--- src/rtl/muldiv_seq_r0_pkg.sv ---
// Shared op/state codes and default widths for the iterative HI/LO multiply/divide unit.
// Op decode helpers live here so the FSM and the start path agree on one encoding.
package muldiv_seq_r0_pkg;

  localparam int MD_DATA_WIDTH = 32;
  localparam int MD_CNT_WIDTH  = 6;

  typedef enum logic [1:0] {
    MD_MULT  = 2'b00,
    MD_MULTU = 2'b01,
    MD_DIV   = 2'b10,
    MD_DIVU  = 2'b11
  } md_op_e;

  typedef enum logic [1:0] {
    MD_IDLE = 2'b00,
    MD_CALC = 2'b01,
    MD_FIX  = 2'b10
  } md_state_e;

  function automatic logic md_is_div(input logic [1:0] op);
    return (op == MD_DIV) || (op == MD_DIVU);
  endfunction

  function automatic logic md_is_signed(input logic [1:0] op);
    return (op == MD_MULT) || (op == MD_DIV);
  endfunction

endpackage

--- src/rtl/muldiv_seq_r0_if.sv ---
// Request/response bundle between the EX stage and the multiply/divide sequencer.
// The EX side drives the master modport; the sequencer owns the slave modport.
interface muldiv_seq_r0_if #(
  parameter int DATA_WIDTH = 32
);
  logic                    en_n;
  logic [2*DATA_WIDTH-1:0] dataIn;
  logic                    start;
  logic [1:0]              op;
  logic                    mthi;
  logic                    mtlo;
  logic                    rd_hi;
  logic                    rd_lo;
  logic [DATA_WIDTH-1:0]   dataOut;
  logic [DATA_WIDTH-1:0]   hi;
  logic [DATA_WIDTH-1:0]   lo;
  logic                    busy;
  logic                    done;
  logic                    div_zero;
  logic                    stall;

  modport master (
    output en_n, dataIn, start, op, mthi, mtlo, rd_hi, rd_lo,
    input  dataOut, hi, lo, busy, done, div_zero, stall
  );

  modport slave (
    input  en_n, dataIn, start, op, mthi, mtlo, rd_hi, rd_lo,
    output dataOut, hi, lo, busy, done, div_zero, stall
  );
endinterface

--- src/rtl/muldiv_step_r0.sv ---
// One radix-2 iteration: right-shift shift-add multiply or left-shift restoring divide.
// Purely combinational; accumulator is {carry/remainder top bit, upper W, lower W}.
module muldiv_step_r0 #(
  parameter int DATA_WIDTH = 32
) (
  input  logic                    is_div,
  input  logic [2*DATA_WIDTH:0]   acc_i,
  input  logic [DATA_WIDTH-1:0]   opnd_i,
  output logic [2*DATA_WIDTH:0]   acc_o
);
  localparam int W = DATA_WIDTH;

  logic [W:0] sum;
  logic [W:0] rem_sh;
  logic [W:0] diff;

  always_comb begin
    sum    = acc_i[2*W:W] + (acc_i[0] ? {1'b0, opnd_i} : {(W+1){1'b0}});
    // Remainder shifted left with the next dividend bit brought in.
    rem_sh = acc_i[2*W-1:W-1];
    diff   = rem_sh - {1'b0, opnd_i};
    if (is_div) begin
      if (rem_sh >= {1'b0, opnd_i}) begin
        acc_o = {diff, acc_i[W-2:0], 1'b1};
      end else begin
        acc_o = {rem_sh, acc_i[W-2:0], 1'b0};
      end
    end else begin
      acc_o = {1'b0, sum, acc_i[W-1:1]};
    end
  end
endmodule

--- src/rtl/muldiv_seq_r0.sv ---
// HI/LO owner: MULT/MULTU/DIV/DIVU over W+1 busy cycles (magnitudes, W steps, sign fix).
// While busy, any HI/LO request raises stall and is dropped; the requester re-presents it.
module muldiv_seq_r0
  import muldiv_seq_r0_pkg::*;
#(
  parameter int DATA_WIDTH = MD_DATA_WIDTH,
  parameter int CNT_WIDTH  = MD_CNT_WIDTH
) (
  input  logic             clk,
  input  logic             rst,
  muldiv_seq_r0_if.slave   bus
);
  localparam int W = DATA_WIDTH;
  localparam logic [CNT_WIDTH-1:0] LAST_CNT = CNT_WIDTH'(W - 1);

  md_state_e            state_q, state_d;
  logic [CNT_WIDTH-1:0] count_q, count_d;
  logic [2*W:0]         acc_q, acc_d, acc_step;
  logic [W-1:0]         opnd_q, opnd_d;
  logic [W-1:0]         hi_q, hi_d, lo_q, lo_d;
  logic                 div_q, div_d;
  logic                 neg_q, neg_d;
  logic                 rneg_q, rneg_d;
  logic                 dz_q, dz_d;
  logic                 done_q, done_d;
  logic                 div_zero_q, div_zero_d;

  logic [W-1:0]   rs, rt, rs_mag, rt_mag;
  logic           rs_neg, rt_neg, op_div;
  logic [2*W-1:0] prod_fix;
  logic [W-1:0]   quot_fix, rem_fix;

  assign rs     = bus.dataIn[2*W-1:W];
  assign rt     = bus.dataIn[W-1:0];
  assign op_div = md_is_div(bus.op);
  assign rs_neg = md_is_signed(bus.op) & rs[W-1];
  assign rt_neg = md_is_signed(bus.op) & rt[W-1];
  assign rs_mag = rs_neg ? -rs : rs;
  assign rt_mag = rt_neg ? -rt : rt;

  // neg_q: product/quotient sign; rneg_q: remainder follows the dividend.
  assign prod_fix = neg_q  ? -acc_q[2*W-1:0] : acc_q[2*W-1:0];
  assign quot_fix = neg_q  ? -acc_q[W-1:0]   : acc_q[W-1:0];
  assign rem_fix  = rneg_q ? -acc_q[2*W-1:W] : acc_q[2*W-1:W];

  muldiv_step_r0 #(.DATA_WIDTH(W)) u_step (
    .is_div (div_q),
    .acc_i  (acc_q),
    .opnd_i (opnd_q),
    .acc_o  (acc_step)
  );

  always_comb begin
    state_d    = state_q;
    count_d    = count_q;
    acc_d      = acc_q;
    opnd_d     = opnd_q;
    hi_d       = hi_q;
    lo_d       = lo_q;
    div_d      = div_q;
    neg_d      = neg_q;
    rneg_d     = rneg_q;
    dz_d       = dz_q;
    done_d     = 1'b0;
    div_zero_d = div_zero_q;
    case (state_q)
      MD_IDLE: begin
        if (bus.start) begin
          div_d   = op_div;
          opnd_d  = op_div ? rt_mag : rs_mag;
          acc_d   = {{(W+1){1'b0}}, (op_div ? rs_mag : rt_mag)};
          neg_d   = rs_neg ^ rt_neg;
          rneg_d  = rs_neg;
          dz_d    = (rt == '0);
          count_d = '0;
          state_d = MD_CALC;
        end else begin
          if (bus.mthi) hi_d = rs;
          if (bus.mtlo) lo_d = rs;
        end
      end
      MD_CALC: begin
        acc_d = acc_step;
        if (count_q == LAST_CNT) begin
          state_d = MD_FIX;
        end else begin
          count_d = count_q + 1'b1;
        end
      end
      MD_FIX: begin
        if (div_q) begin
          // Divide-by-zero leaves the dividend as remainder; quotient is forced to all ones.
          lo_d = dz_q ? {W{1'b1}} : quot_fix;
          hi_d = rem_fix;
        end else begin
          {hi_d, lo_d} = prod_fix;
        end
        div_zero_d = div_q & dz_q;
        done_d     = 1'b1;
        state_d    = MD_IDLE;
      end
      default: state_d = MD_IDLE;
    endcase
  end

  always_ff @(posedge clk) begin
    if (rst) begin
      state_q    <= MD_IDLE;
      count_q    <= '0;
      acc_q      <= '0;
      opnd_q     <= '0;
      hi_q       <= '0;
      lo_q       <= '0;
      div_q      <= 1'b0;
      neg_q      <= 1'b0;
      rneg_q     <= 1'b0;
      dz_q       <= 1'b0;
      done_q     <= 1'b0;
      div_zero_q <= 1'b0;
    end else if (!bus.en_n) begin
      state_q    <= state_d;
      count_q    <= count_d;
      acc_q      <= acc_d;
      opnd_q     <= opnd_d;
      hi_q       <= hi_d;
      lo_q       <= lo_d;
      div_q      <= div_d;
      neg_q      <= neg_d;
      rneg_q     <= rneg_d;
      dz_q       <= dz_d;
      done_q     <= done_d;
      div_zero_q <= div_zero_d;
    end
  end

  assign bus.busy     = (state_q != MD_IDLE);
  assign bus.stall    = bus.busy & (bus.start | bus.mthi | bus.mtlo | bus.rd_hi | bus.rd_lo);
  assign bus.dataOut  = bus.rd_hi ? hi_q : lo_q;
  assign bus.hi       = hi_q;
  assign bus.lo       = lo_q;
  assign bus.done     = done_q;
  assign bus.div_zero = div_zero_q;
endmodule
--- src/flat_wrapper.sv ---
// flat-port wrapper written by rule: the top's interface ports become plain ports
module muldiv_seq_r0_flat import muldiv_seq_r0_pkg::*;
#(
  parameter int DATA_WIDTH = MD_DATA_WIDTH,
  parameter int CNT_WIDTH  = MD_CNT_WIDTH
)
  (clk, rst, bus_en_n, bus_dataIn, bus_start, bus_op, bus_mthi, bus_mtlo, bus_rd_hi, bus_rd_lo, bus_dataOut, bus_hi, bus_lo, bus_busy, bus_done, bus_div_zero, bus_stall);
  muldiv_seq_r0_if #(.DATA_WIDTH(DATA_WIDTH)) bus_i ();
  input  logic clk;
  input  logic rst;
  input wire logic [$bits(bus_i.en_n)-1:0] bus_en_n;
  input wire logic [$bits(bus_i.dataIn)-1:0] bus_dataIn;
  input wire logic [$bits(bus_i.start)-1:0] bus_start;
  input wire logic [$bits(bus_i.op)-1:0] bus_op;
  input wire logic [$bits(bus_i.mthi)-1:0] bus_mthi;
  input wire logic [$bits(bus_i.mtlo)-1:0] bus_mtlo;
  input wire logic [$bits(bus_i.rd_hi)-1:0] bus_rd_hi;
  input wire logic [$bits(bus_i.rd_lo)-1:0] bus_rd_lo;
  output wire logic [$bits(bus_i.dataOut)-1:0] bus_dataOut;
  output wire logic [$bits(bus_i.hi)-1:0] bus_hi;
  output wire logic [$bits(bus_i.lo)-1:0] bus_lo;
  output wire logic [$bits(bus_i.busy)-1:0] bus_busy;
  output wire logic [$bits(bus_i.done)-1:0] bus_done;
  output wire logic [$bits(bus_i.div_zero)-1:0] bus_div_zero;
  output wire logic [$bits(bus_i.stall)-1:0] bus_stall;
  assign bus_i.en_n = bus_en_n;
  assign bus_i.dataIn = bus_dataIn;
  assign bus_i.start = bus_start;
  assign bus_i.op = bus_op;
  assign bus_i.mthi = bus_mthi;
  assign bus_i.mtlo = bus_mtlo;
  assign bus_i.rd_hi = bus_rd_hi;
  assign bus_i.rd_lo = bus_rd_lo;
  assign bus_dataOut = bus_i.dataOut;
  assign bus_hi = bus_i.hi;
  assign bus_lo = bus_i.lo;
  assign bus_busy = bus_i.busy;
  assign bus_done = bus_i.done;
  assign bus_div_zero = bus_i.div_zero;
  assign bus_stall = bus_i.stall;
  muldiv_seq_r0 #(.DATA_WIDTH(DATA_WIDTH), .CNT_WIDTH(CNT_WIDTH)) u_core (.clk(clk), .rst(rst), .bus(bus_i));
endmodule
--- config.mk ---
export PLATFORM = sky130hd
export DESIGN_NAME = muldiv_seq_r0_flat
export DESIGN_NICKNAME = d
export VERILOG_FILES = /design/src/rtl/muldiv_seq_r0_pkg.sv /design/src/rtl/muldiv_seq_r0_if.sv /design/src/rtl/muldiv_step_r0.sv /design/src/rtl/muldiv_seq_r0.sv /design/src/flat_wrapper.sv
export SDC_FILE = /design/constraint.sdc
export NUM_CORES = 1
export LEC_CHECK = 0
export BUFFER_PORTS_ARGS = -buffer_cell sky130_fd_sc_hd__buf_2
export CAP_MARGIN = 40
export CORE_MARGIN = 2
export CORE_UTILIZATION = 50
export DETAILED_ROUTE_END_ITERATION = 7
export PLACE_DENSITY = 0.69
export SLEW_MARGIN = 15
export SYNTH_ARGS = -nofsm -noshare
export SYNTH_HDL_FRONTEND = slang
export SYNTH_SLANG_ARGS = --single-unit
--- constraint.sdc ---
create_clock -name clk -period 4.3 [get_ports clk]
set_input_delay 0.86 -clock clk [delete_from_list [all_inputs] [get_ports clk]]
set_output_delay 0.86 -clock clk [all_outputs]
set_load 0.03 [all_outputs]
==> results of run 1 <==
[routing by layer]
| layer | routed length [um] | vias up | GRT usage |
|---|---|---|---|
| li1 | - | 7777 | - |
| met1 | 24800 | 7876 | 0.523 |
| met2 | 24300 | 1005 | 0.522 |
| met3 | 7050 | 112 | 0.0654 |
| met4 | 2160 | 0 | 0.142 |
| met5 | 0 | - | 0 |
[final timing paths]
check	to	cells past startpoint
max reg2reg	u_core.acc_q[44]	12
max	u_core.acc_q[44]	12
min	u_core.opnd_q[12]	2
min reg2reg	u_core.opnd_q[12]	2
[logic make-up (layout without fill, tap and decap cells)]
group,Yosys count,in the layout
mux,88,88
simple gates,695,695
fa+ha+maj,71,71
other cells,0,1
xor+xnor,173,173
buf+inv,207,320
compound gates,668,668
flops,175,175
[through the flow]
stage,std cells,power [mW],cell area [um^2],utilization,hold slack [ns]
after floorplan,2077,2.67,15200,-,0.432
after global placement,2543,3.09,16400,0.550,0.442
after detailed placement,2547,3.12,16500,0.553,0.449
after CTS,2579,4.77,17100,0.573,0.462
after global routing,2581,4.98,17100,0.574,0.474
final,2581,4.81,17100,0.574,0.463
[critical path: stages (launching register included)]
cell,delay [ns]
dfxtp_1,0.35
inv_1,0.13
ha_1,0.42
and3_1,0.22
a221o_1,0.39
a221o_1,0.33
a21o_1,0.20
a211oi_1,0.26
a21boi_4,0.69
buf_12,0.28
mux2i_1,0.23
a21oi_1,0.09
a21o_1,0.18
[cell type report]
class,count,area (um^2),share of cell area
Clock inverter,15,191,0.0112
Clock buffer,17,425,0.0249
Timing Repair Buffer,225,1330,0.0778
Sequential cell,175,3500,0.205
Multi-Input combinational cell,1695,10900,0.639
Tap cell,390,488,0.0285
Antenna cell,1,2.50,0.000146
Inverter,63,236,0.0138
[flip-flops by register name, summed over array words and instances (netlist names)]
| name | cells |
|---|---|
| u_core.acc_q | 65 |
| u_core.bus.div_zero | 1 |
| u_core.bus.done | 1 |
| u_core.bus.hi | 32 |
| u_core.bus.lo | 32 |
| u_core.count_q | 6 |
| u_core.div_q | 1 |
| u_core.dz_q | 1 |
| u_core.neg_q | 1 |
| u_core.opnd_q | 32 |
| u_core.rneg_q | 1 |
| u_core.state_q | 2 |
[Yosys cell counts, types with 29 or more instances]
cell type	number
mux2_2	40
nor2_1	235
nor3_1	54
o21ai_0	152
ha_1	69
a211oi_1	50
inv_1	62
a21oi_1	191
a21o_1	37
nand2_1	199
dfxtp_1	175
xor2_1	68
xnor2_1	105
nand3_1	29
mux2i_1	48
clkbuf_1	123
[report_power, final]
part	total, mW	leakage (nW)	switching [mW]	internal [mW]
clock	1.68	0.303	0.839	0.844
sequential	1.78	1.43	0.0886	1.69
combinational	1.35	5.58	0.871	0.475
total	4.81	7.31	1.80	3.01
==> results by group, run 1 <==
Run status
  – Status: complete, no violations

Clocking
  – Post-CTS Resized: 0
  – CTS Buf Count: 17
  – CTS sink cnt: 175
  – CTS max path bufs: 2
  – Hold_buf cts: 0
  – Later-pin clock latency in the skew report: ~0.47 ns
  – Post-CTS setup buffers: 0
  – CTS root buf: clkbuf_16
  – H-tree depth: 4
  – Clock slew at reported path FFs: 0.09 ns
  – CTS tree: done

Global route
  – Congestion Overflow GR: 0
  – Total track usage: 0.360
  – Vias in the first global route: 14.7k
  – Antenna violations before repair: 3
  – Largest net degree at the start of global routing: 60
  – First-pass GRT wire length: 87,800 um

Detailed routing
  – First drt pass iteration count: 6
  – WL final: 58,200 um
  – Via density: around 6.5
  – Routed Antenna Nets: 0
  – Routed wire length per instance: roughly 23 um
  – Detailed router's first-iteration violation count: 2,213
  – Post-route DRC: 0
  – Via count: 16.8k

Run
  – Max-cap violation count: 0

Floorplan
  – Starting Density: 0.510
  – I/O pins: 174
  – # rows: 63
  – Die H: roughly 180 um
  – Core area: 0.0298 mm^2
  – Die W: 178 um
  – Die area: ~0.032 mm^2

STA
  – Setup WS post-layout: 0.413 ns
  – Final hold vios: 0
  – Final min period: 3.89 ns
  – Headroom to the max-slew limit: 0.387
  – Worst Max-Slew Pin Slew: 0.920 ns
  – Final setup violation count: 0
  – Fin crit share: 0.904
  – TNS Setup: 0 ns
  – Fmax: ~0.26 GHz
  – Setup repair after global routing missed its margin: no
  – Slew Limit Fails: 0
  – Clk_skew: 0.0222 ns

Logic synthesis
  – Synth Area in XOR/XNOR: 0.0998
  – Top cell type's share of synthesized area: 0.231
  – Post-synthesis mux area share: 0.0613
  – Syn Area/Cell: 7.31 um^2
  – Largest family of logic cells by synthesized area: compound AO/OA/AOI/OAI gates
  – Mapped cell area: 0.0152 mm^2
  – Synth Area in Simple Gates: 0.214
  – Post-synth cell types: 77
  – Top cells by area, synth: dfxtp_1 (23%), a21oi_1 (6.3%), xnor2_1 (6.1%)
  – Syn Inst Count: approximately 2.1k
  – Post-synth top area cell: dfxtp_1
  – Post-synth ARST share: 0
  – Register area share after synthesis: 0.231
  – Ys flop type: dfxtp_1
  – Flops & latches, synth: 175
  – Compound-cell area share of the yosys netlist: 0.283
  – Syn nets: about 2.2k
  – Adder-cell area share of the yosys netlist: 0.0595
  – Syn. warnings: 0
  – EDFF count, synth: 0

Finish
  – Fraction of layout cells with a size suffix above 1: 0.150
  – Layout fillers: 2,852
  – Most frequent cells in the layout: nor2_1 (234), nand2_1 (199), a21oi_1 (191), dfxtp_1 (174), buf_2 (172)
  – Nets: 2,322
  – Layout area overhead: 12.6%
  – Commonest non-fill, non-tap cell in the layout: nor2_1

Critical path
  – Setup crit end kind: flip-flop
  – Crit path DAT: 4.24 ns
  – Startpoint class of the critical path: flip-flop
  – Worst endpoint required time: 4.65 ns
  – CP Max Fanout: 33
  – Origin of the critical flop-to-flop path: u_core.opnd_q[23]
  – Crit. Startpoint: u_core.opnd_q[23]
  – WS Path Type: reg -> reg
  – FF-to-FF setup slack: 0.41 ns

Worst hold path
  – Worst Hold Class: reg -> reg
  – HP Start: u_core.opnd_q[12]

Placed design
  – Input/output buffers: between 150 and 200
  – Final GP Congestion: around 0.98
  – Dpl ws: 0.443 ns
  – DP Wirelength: 45,000 um

Power and ir drop
  – Power per Cell Area: 281 mW/mm^2
  – Worst vdd ir: 0.309 mV
  – Leak: 7.31 nW
(Power assumes the default switching activity.)
==> run 2, diff against run 1 <==
--- a/config.mk
+++ b/config.mk
@@ -11,6 +11,7 @@
 export CORE_UTILIZATION = 50
 export DETAILED_ROUTE_END_ITERATION = 7
 export PLACE_DENSITY = 0.69
+export RECOVER_POWER = 100
 export SLEW_MARGIN = 15
 export SYNTH_ARGS = -nofsm -noshare
 export SYNTH_HDL_FRONTEND = slang
==> constraint.sdc (replaced) <==
create_clock -name clk -period 5 [get_ports clk]
set_input_delay 1 -clock clk [delete_from_list [all_inputs] [get_ports clk]]
set_output_delay 1 -clock clk [all_outputs]
set_load 0.03 [all_outputs]
==> results by group, run 2 (synthesis results as in run 1) <==
Global route
  – Total track usage: 0.365 (was 0.360)
  – Met3 Resource Use GR: 0.0776 (was 0.0654)
  – Congestion Overflow GR: 0 (unchanged)
  – Met1 Usage GRT: 0.513 (was 0.523)
  – Vias in the first global route: 14.8k (was 14.7k)
  – Largest net degree at the start of global routing: 63 (was 60)
  – Met2 Resource Use GR: 0.538 (was 0.522)
  – Busiest metal layer after global routing: met2 (was met1)
  – First-pass GRT wire length: 88,100 um (was 87,800 um)
  – Antenna violations before repair: 2 (was 3)

Critical path
  – R2R cell count: 12 (unchanged)
  – Worst Path Buf+Inv: 2 (unchanged)
  – WS Path Type: reg -> reg (unchanged)
  – Max stage delay on crit path: 0.73 ns (was 0.69 ns)
  – CP delay by family, top: compound AO/OA/AOI/OAI gates (unchanged)
  – Worst endpoint required time: 5.34 ns (was 4.65 ns)
  – Crit path DAT: 4.52 ns (was 4.24 ns)
  – Startpoint class of the critical path: flip-flop (unchanged)
  – Setup crit end kind: flip-flop (unchanged)
  – Slowest-stage cell, CP: clkbuf_1 (was a21boi_4)
  – Crit path cell chain: inv_1 > clkbuf_1 > nor2_1 > ha_1 > a211oi_1 > o21ai_0 > o2111a_1 > o21a_1 > o21ai_0 > a2111o_1 > o21ai_0 > a221o_1 (was inv_1 > ha_1 > and3_1 > a221o_1 > a221o_1 > a21o_1 > a211oi_1 > a21boi_4 > buf_12 > mux2i_1 > a21oi_1 > a21o_1)
  – CP Max Fanout: 18 (was 33)
  – Crit. path cell count: 12 (unchanged)
  – Most used cell, CP: o21ai_0

Placed design
  – Final GP Congestion: 0.954 (was 0.979)
  – Input/output buffers: 173 (unchanged)
  – DP Wirelength: 45,500 um (was 45,000 um)
  – Dpl ws: 1.10 ns (was 0.443 ns)

Worst hold path
  – Worst Hold Depth: 2 (unchanged)
  – Worst Hold Class: reg -> reg (unchanged)

Floorplan
  – Die W: 178 um (unchanged)
  – Die area: 0.0318 mm^2 (unchanged)
  – Starting Density: 0.510 (unchanged)
  – Die H: 178 um (unchanged)
  – I/O pins: 174 (unchanged)
  – Core area: 0.0298 mm^2 (unchanged)
  – # rows: 63 (unchanged)

Power and ir drop
  – Power per Cell Area: 241 mW/mm^2 (was 281 mW/mm^2)
  – Worst vdd ir: 0.247 mV (was 0.309 mV)
  – Leak: 6.77 nW (was 7.31 nW)

Clocking
  – CTS sink cnt: 175 (unchanged)
  – Post-CTS Resized: 0 (unchanged)
  – Post-CTS setup buffers: 0 (unchanged)
  – Clock slew at reported path FFs: 0.07 ns (was 0.09 ns)
  – CTS root buf: clkbuf_16 (unchanged)
  – Hold_buf cts: 0 (unchanged)
  – CTS max path bufs: 2 (unchanged)
  – CTS tree: done (unchanged)
  – H-tree depth: 4 (unchanged)
  – CTS Buf Count: 17 (unchanged)
  – Later-pin clock latency in the skew report: 0.46 ns (was 0.47 ns)

STA
  – Setup WS post-layout: 0.820 ns (was 0.413 ns)
  – Setup repair after global routing missed its margin: no (unchanged)
  – TNS Setup: 0 ns (unchanged)
  – Final hold vios: 0 (unchanged)
  – Clk_skew: 0.0192 ns (was 0.0222 ns)
  – Worst Max-Slew Pin Slew: 1.97 ns (was 0.920 ns)
  – Slew Limit Fails: 151 (was 0)
  – Final setup violation count: 0 (unchanged)
  – Fmax: 0.239 GHz (was 0.257 GHz)
  – Fin crit share: 0.836 (was 0.904)
  – Headroom to the max-slew limit: -0.310 (was 0.387)
  – Final min period: 4.18 ns (was 3.89 ns)

Finish
  – Largest register FFs: 65 (unchanged)
  – Most frequent cells in the layout: nor2_1 (234), nand2_1 (199), a21oi_1 (191), dfxtp_1 (174), o21ai_0 (155) (was nor2_1 (234), nand2_1 (199), a21oi_1 (191), dfxtp_1 (174), buf_2 (172))
  – Layout area overhead: 10.6% (was 12.6%)
  – Commonest non-fill, non-tap cell in the layout: nor2_1 (unchanged)
  – Layout fillers: 2,983 (was 2,852)
  – Nets: 2,309 (was 2,322)
  – Biggest register: u_core.acc_q (unchanged)
  – Fraction of layout cells with a size suffix above 1: 0.0896 (was 0.150)

Detailed routing
  – Post-route DRC: 0 (unchanged)
  – Via density: 6.51 (was 6.50)
  – WL final: 59,600 um (was 58,200 um)
  – Detailed router's first-iteration violation count: 2,076 (was 2,213)
  – Routed wire length per instance: 23.2 um (was 22.6 um)
  – Routed Antenna Nets: 0 (unchanged)
  – First drt pass iteration count: 7 (was 6)
  – Via count: 16.7k (was 16.8k)

Run
  – Max-cap violation count: 4 (was 0)

Run status
  – Status: finished, violations left (was complete, no violations)
  – Failing checks: max-capacitance violations, max-slew violations
[run 2: final timing paths]
check | end | slack, ns | startpoint
worst max-delay path | u_core.acc_q[57] | 0.82 | u_core.acc_q[0]
worst max register to register | u_core.acc_q[57] | 0.82 | u_core.acc_q[0]
worst min-delay path | u_core.bus.done | 0.46 | u_core.bus.done
worst min register to register | u_core.bus.done | 0.46 | u_core.bus.done
[run 2: cell type report]
type                    instances  area, um^2  share of cell area
inverters                      63         236              0.0141
clock buffers                  19         443              0.0264
diodes                          1        2.50            0.000149
well taps                     390         488              0.0291
flip-flops and latches        175        3500               0.209
multi-input cells            1695       10900               0.649
clock inverters                13         141             0.00842
repair buffers                212        1070              0.0638
[run 2: per-layer routing]
layer / vias to the layer above / wire (um)
met1: 7840 / 26100
met4: 0 / 2520
li1: 7775 / -
met5: - / 0
met2: 965 / 24700
met3: 133 / 6320
[run 2: worst register-to-register path, delay by kind of cell (launching register included)]
kind                       cells  cell delay [ns]
and+or+nand+nor                1             0.12
adders and majority gates      1             0.39
AOI/OAI and AO/OA              8             1.86
buffers and inverters          2             1.30
DFF                            1             0.39
[run 2: metrics by stage]
step	instances	utilization	instance area (um^2)	power (mW)	hold slack, ns
2_1_floorplan	2077	-	15200	2.30	0.432
3_3_place_gp	2527	0.546	16300	2.66	0.441
3_5_place_dp	2534	0.549	16400	2.68	0.447
4_1_cts	2566	0.569	16900	4.03	0.457
5_1_grt	2568	0.564	16800	4.20	0.477
6_report	2568	0.564	16800	4.06	0.458
[run 2: report_power, final]
| part | switching, mW | internal [mW] | total (mW) |
|---|---|---|---|
| clock network | 0.695 | 0.683 | 1.38 |
| registers | 0.0788 | 1.45 | 1.53 |
| logic | 0.753 | 0.392 | 1.14 |
| total | 1.53 | 2.53 | 4.06 |
